**src/rtl/slim_pkg.sv**
```systemverilog
// Shared definitions for the slime animation controller: sprite defaults,
// FSM state encoding (value doubles as freeze level) and sprite ROM select codes.
package slim_pkg;

   localparam int unsigned SprWDefault = 34;
   localparam int unsigned SprHDefault = 33;

   typedef enum logic [1:0] {
      StWalk = 2'd0,
      StF1   = 2'd1,
      StF2   = 2'd2,
      StBall = 2'd3
   } state_e;

   localparam logic [2:0] SelWalk1   = 3'd0;
   localparam logic [2:0] SelWalk3   = 3'd1;
   localparam logic [2:0] SelWalk7   = 3'd2;
   localparam logic [2:0] SelFrozen1 = 3'd3;
   localparam logic [2:0] SelFrozen3 = 3'd4;
   localparam logic [2:0] SelFrozen9 = 3'd5;

   // Walk cycle spends 2 phases on walk1, 4 on walk3 and the remaining 10 on walk7.
   function automatic logic [2:0] walk_sel(input logic [3:0] phase);
      if (phase < 4'd2) begin
         return SelWalk1;
      end else if (phase < 4'd6) begin
         return SelWalk3;
      end
      return SelWalk7;
   endfunction

endpackage

```
**src/rtl/slim_addr_gen.sv**
```systemverilog
// Sprite ROM address generator: registered bounds check and row-major address.
// Horizontal mirroring on dir=1 is built only when SLIM_MIRROR_EN is defined.
module slim_addr_gen
   import slim_pkg::*;
#(
   parameter int unsigned SPR_W = SprWDefault,
   parameter int unsigned SPR_H = SprHDefault
) (
   input  logic        clk,
   input  logic        rst,
   input  logic        dir,
   input  logic [5:0]  pix_x,
   input  logic [5:0]  pix_y,
   output logic [13:0] rom_addr,
   output logic        pix_valid
);

   logic        valid_c;
   logic [13:0] col_c;
   logic [13:0] addr_c;

   assign valid_c = ({26'd0, pix_x} < SPR_W) && ({26'd0, pix_y} < SPR_H);

`ifdef SLIM_MIRROR_EN
   assign col_c = dir ? (14'(SPR_W - 1) - {8'd0, pix_x}) : {8'd0, pix_x};
`else
   logic unused_dir;
   assign unused_dir = dir;
   assign col_c      = {8'd0, pix_x};
`endif

   assign addr_c = ({8'd0, pix_y} * 14'(SPR_W)) + col_c;

   always_ff @(posedge clk) begin
      if (rst) begin
         rom_addr  <= '0;
         pix_valid <= 1'b0;
      end else begin
         rom_addr  <= valid_c ? addr_c : '0;
         pix_valid <= valid_c;
      end
   end

endmodule

```
**src/rtl/slim_anim_ctrl.sv**
```systemverilog
// Slime sprite animation controller: walk phase, freeze/thaw FSM and ROM select.
// Build with SLIM_MIRROR_EN to mirror the sprite horizontally when facing right.
module slim_anim_ctrl
   import slim_pkg::*;
#(
   parameter int unsigned SPR_W      = SprWDefault,
   parameter int unsigned SPR_H      = SprHDefault,
   parameter int unsigned THAW_TICKS = 120
) (
   input  logic        clk,
   input  logic        rst,
   input  logic        frame_tick,
   input  logic        move_en,
   input  logic        dir,
   input  logic        hit,
   input  logic [5:0]  pix_x,
   input  logic [5:0]  pix_y,
   output logic [2:0]  rom_sel,
   output logic [13:0] rom_addr,
   output logic        pix_valid,
   output logic [1:0]  frz_lvl,
   output logic        thaw_evt
);

   localparam int unsigned TimerW = (THAW_TICKS > 1) ? $clog2(THAW_TICKS) : 1;
   localparam logic [TimerW-1:0] TimerReload = TimerW'(THAW_TICKS - 1);

   state_e            state_q, state_d;
   logic [3:0]        phase_q, phase_d;
   logic [TimerW-1:0] timer_q, timer_d;
   logic [2:0]        sel_q, sel_d;
   logic              thaw_q, thaw_d;

   always_comb begin
      state_d = state_q;
      phase_d = phase_q;
      timer_d = timer_q;
      thaw_d  = 1'b0;
      // A hit always wins over a simultaneous thaw expiry.
      if (hit) begin
         timer_d = TimerReload;
         unique case (state_q)
            StWalk:  state_d = StF1;
            StF1:    state_d = StF2;
            StF2:    state_d = StBall;
            StBall:  state_d = StBall;
            default: state_d = StWalk;
         endcase
      end else if (frame_tick) begin
         if (state_q == StWalk) begin
            if (move_en) begin
               phase_d = phase_q + 4'd1;
            end
         end else if (timer_q == '0) begin
            thaw_d  = 1'b1;
            timer_d = TimerReload;
            unique case (state_q)
               StBall:  state_d = StF2;
               StF2:    state_d = StF1;
               default: begin
                  state_d = StWalk;
                  phase_d = 4'd0;
               end
            endcase
         end else begin
            timer_d = timer_q - TimerW'(1);
         end
      end
   end

   always_comb begin
      sel_d = SelWalk1;
      unique case (state_d)
         StWalk: sel_d = walk_sel(phase_d);
         StF1:   sel_d = SelFrozen1;
         StF2:   sel_d = SelFrozen3;
         StBall: sel_d = SelFrozen9;
      endcase
   end

   always_ff @(posedge clk) begin
      if (rst) begin
         state_q <= StWalk;
         phase_q <= 4'd0;
         timer_q <= TimerReload;
         sel_q   <= SelWalk1;
         thaw_q  <= 1'b0;
      end else begin
         state_q <= state_d;
         phase_q <= phase_d;
         timer_q <= timer_d;
         sel_q   <= sel_d;
         thaw_q  <= thaw_d;
      end
   end

   assign rom_sel  = sel_q;
   assign frz_lvl  = state_q;
   assign thaw_evt = thaw_q;

   slim_addr_gen #(
      .SPR_W (SPR_W),
      .SPR_H (SPR_H)
   ) u_addr_gen (
      .clk       (clk),
      .rst       (rst),
      .dir       (dir),
      .pix_x     (pix_x),
      .pix_y     (pix_y),
      .rom_addr  (rom_addr),
      .pix_valid (pix_valid)
   );

endmodule
```
**config.mk**
```make
export PLATFORM = sky130hd
export DESIGN_NAME = slim_anim_ctrl
export DESIGN_NICKNAME = d
export VERILOG_FILES = /design/src/rtl/slim_pkg.sv /design/src/rtl/slim_addr_gen.sv /design/src/rtl/slim_anim_ctrl.sv
export SDC_FILE = /design/constraint.sdc
export NUM_CORES = 1
export LEC_CHECK = 0
export CORE_MARGIN = 2
export CORE_UTILIZATION = 49
export CTS_CLUSTER_DIAMETER = 200
export DETAILED_ROUTE_END_ITERATION = 8
export GPL_ROUTABILITY_DRIVEN = 0
export PLACE_DENSITY = 0.79
export SLEW_MARGIN = 5
export SYNTH_ARGS = -nofsm -noshare
export SYNTH_HDL_FRONTEND = slang
export SYNTH_SLANG_ARGS = --single-unit
```
**constraint.sdc**
```tcl
create_clock -name clk -period 2.05 [get_ports clk]
set_input_delay 0.205 -clock clk [delete_from_list [all_inputs] [get_ports clk]]
set_output_delay 0.205 -clock clk [all_outputs]
set_load 0.02 [all_outputs]
```
==> run metrics <==
P_sw=400 uW; share of the synthesized area in the top cell type=38.6%; Core Util, Final=72.1%; Post-route DRC=0; worst-margin pin slew=0.537 ns; first-pass GRT wire length=6250 um; Clk pwr share=33.9%; Synth Register Bits=31; post-route setup slack=0.0325 ns; Pwr Total=1.49 mW; Setup TNS=0 ns; Non-Filler Instances=272; Most used DFF post-synth=dfxtp_1; CP startpoint=pix_y[1]; Via density=5.24; CP required=2.31 ns; crit path to=u_addr_gen.rom_addr[9]; Yosys cell types=50; Die ar.=3750 um^2; Synth async-reset ratio=0%; crit path kind=in -> reg; largest area contributor in the netlist=dfxtp_1; H-tree depth=2; Die Ht=61.3 um; top cells by count, synth=dfxtp_1, nand2_1, nor2_1, a21oi_1, ha_1; Max Cap Viol=0; reg2reg end=rom_sel[1]; sequential power share=43.4%; design area=2220 um^2; initial core utilization=52.2%; Max stage delay on crit path=0.44 ns; number of enable flip-flop cells after synthesis=0; Fin. Hold Viols=0; clock net sink count=31; Int Pwr=1.09 mW; min Tclk post-route=2.02 ns; total grt overflow=0; Nets=259; wire length per cell after detailed routing=13.7 um; core box area=3080 um^2; total routed wirelength=3720 um; Area Growth Syn to Fin=38.1%; cell row count=20; vias in the first global route=1,435; pin count of the biggest net entering global routing=14; GR Util All Layers=22.9%; worst vdd rail ir drop=450 uV; Pins Over Slew Limit=0; Post-CTS Setup Repair Bufs=0; drt pass-1 iters=4; placed inst area=2110 um^2; Sw Share=26.9%; CTS tree=done; clock skew=0.00850 ns; Via Count=1,424; TritonCTS Buffers=5; die width=61.3 um; Tcrit/Tclk final=98.4%; # diodes=0; HP Start=pix_x[0]; startpoint types=input pin; Most common cell on crit path=ha_1; initial antenna violation count=0; Slew HR=63.9%; standby leakage power=0.932 nW; pre-CTS WS=-0.428 ns; FF-to-FF setup slack=0.20 ns; CP Buf/Inv Count=2; r2r worst-path depth=7; DP HPWL=2860 um; root buffer cell=clkbuf_4; status=complete, no violations; Antenna Nets Post-Route=0; YS warnings=0; final setup fails=0; IO Count=39; most common cell in the netlist=dfxtp_1; worst hold path type=in -> reg; post-placement cell count=264; Reg-to-Reg Start=timer_q[0]; CP Depth=9; Post-Syn Instances=172; Syn Area/Cell=9.34 um^2; register area share after synthesis=38.6%; clk buf depth=2; Mapped Area=1610 um^2; Setup crit end kind=flop; share of layout cells above drive strength 1=16.7%; maximum clock rate=0.496 GHz; # port buffers=36; Logic pwr share=22.7%; Worst-Skew Late Latency=0.33 ns; Pwr per Cell Area=670 nW/um^2; critical-path maximum fanout=3; hold_buf cts=0; hold_ws=0.435 ns; dominant cells by area after synthesis=dfxtp_1, ha_1, xnor2_1; DR iter-0 viols=72; critical-path cell with the highest stage delay=clkdlybuf4s50_1; Reg clk slew, reported paths=0.10 ns; family with the most delay on the worst path=adder cells; WP data arrival=2.27 ns; Critical Path, Cell by Cell=clkdlybuf4s50_1, ha_1, ha_1, inv_1, fa_2, xor2_1, nor3b_4, and3_1, nor3_1
## cells in the final DEF (no fill, tap or decap), types with 2 or more instances in the layout
cell type / instances
clkdlybuf4s50_1: 36
dfxtp_1: 31
nand2_1: 17
buf_4: 15
nor2_1: 14
ha_1: 12
a21oi_1: 10
inv_1: 9
xnor2_1: 9
nor2b_1: 6
xor2_1: 5
clkbuf_4: 5
nor4_1: 4
a31oi_1: 3
a21o_1: 3
and2_1: 3
conb_1: 3
nor3_1: 2
o21ai_0: 2
nand3_1: 2
a21oi_2: 2
nand4_1: 2
nor3_2: 2
## cell type report
class	instances	area [um^2]
Sequential cell	31	621
Clock inverter	2	35.0
Fill cell	250	860
Clock buffer	6	51.3
Inverter	10	37.5
Multi-Input combinational cell	128	946
Tap cell	44	55.1
Timing Repair Buffer	51	473
## kinds of logic after synthesis
logic type,after synthesis,synth area share (%)
AND/OR/NAND/NOR,64,23.1
AO/OA/AOI/OAI,33,14.3
flip-flops,31,38.6
buffers and inverters,15,4.28
XOR/XNOR,14,7.63
adder cells (fa/ha/maj),14,11.8
other,1,0.233
## metal layers
layer	share of wire [%]	vias up	wire length (um)	GRT usage [%]
met2	53	40	1990	41.6
met3	5.0	8	186	6.72
li1	-	706	-	-
met4	2.0	0	74	11.2
met1	40	670	1470	24.0
met5	0	-	0	0
## worst min-delay path by stage
stage | endpoint | depth (start not counted)
final | u_addr_gen.rom_addr[0] | 2
after global routing | u_addr_gen.rom_addr[0] | 2
after global placement | timer_q[1] | 2
after detailed placement | timer_q[1] | 2
after floorplan | frz_lvl[0] | 1
after CTS | u_addr_gen.rom_addr[0] | 2
## registers in the layout, indices dropped and copies added, names as in the netlist
| signal | flops |
|---|---|
| u_addr_gen.pix_valid | 1 |
| rom_sel | 3 |
| thaw_evt | 1 |
| timer_q | 7 |
| frz_lvl | 2 |
| phase_q | 4 |
| u_addr_gen.rom_addr | 13 |
## power groups by stage
| stage | Combinational (mW) | Clock [mW] | Sequential, mW |
|---|---|---|---|
| after floorplan | 0.149 | 0 | 0.681 |
| after global placement | 0.308 | 0 | 0.657 |
| after detailed placement | 0.319 | 0 | 0.660 |
| after CTS | 0.325 | 0.511 | 0.646 |
| after global routing | 0.365 | 0.545 | 0.649 |
| final | 0.337 | 0.505 | 0.645 |
## what timing repair did
| action | CTS | global route |
|---|---|---|
| endpoints found under the setup margin | 2 | 3 |
| cloned | 0 | 0 |
| gates resized for setup | 1 | 4 |
| pin swaps | 0 | 2 |
(Power assumes the default switching activity.)
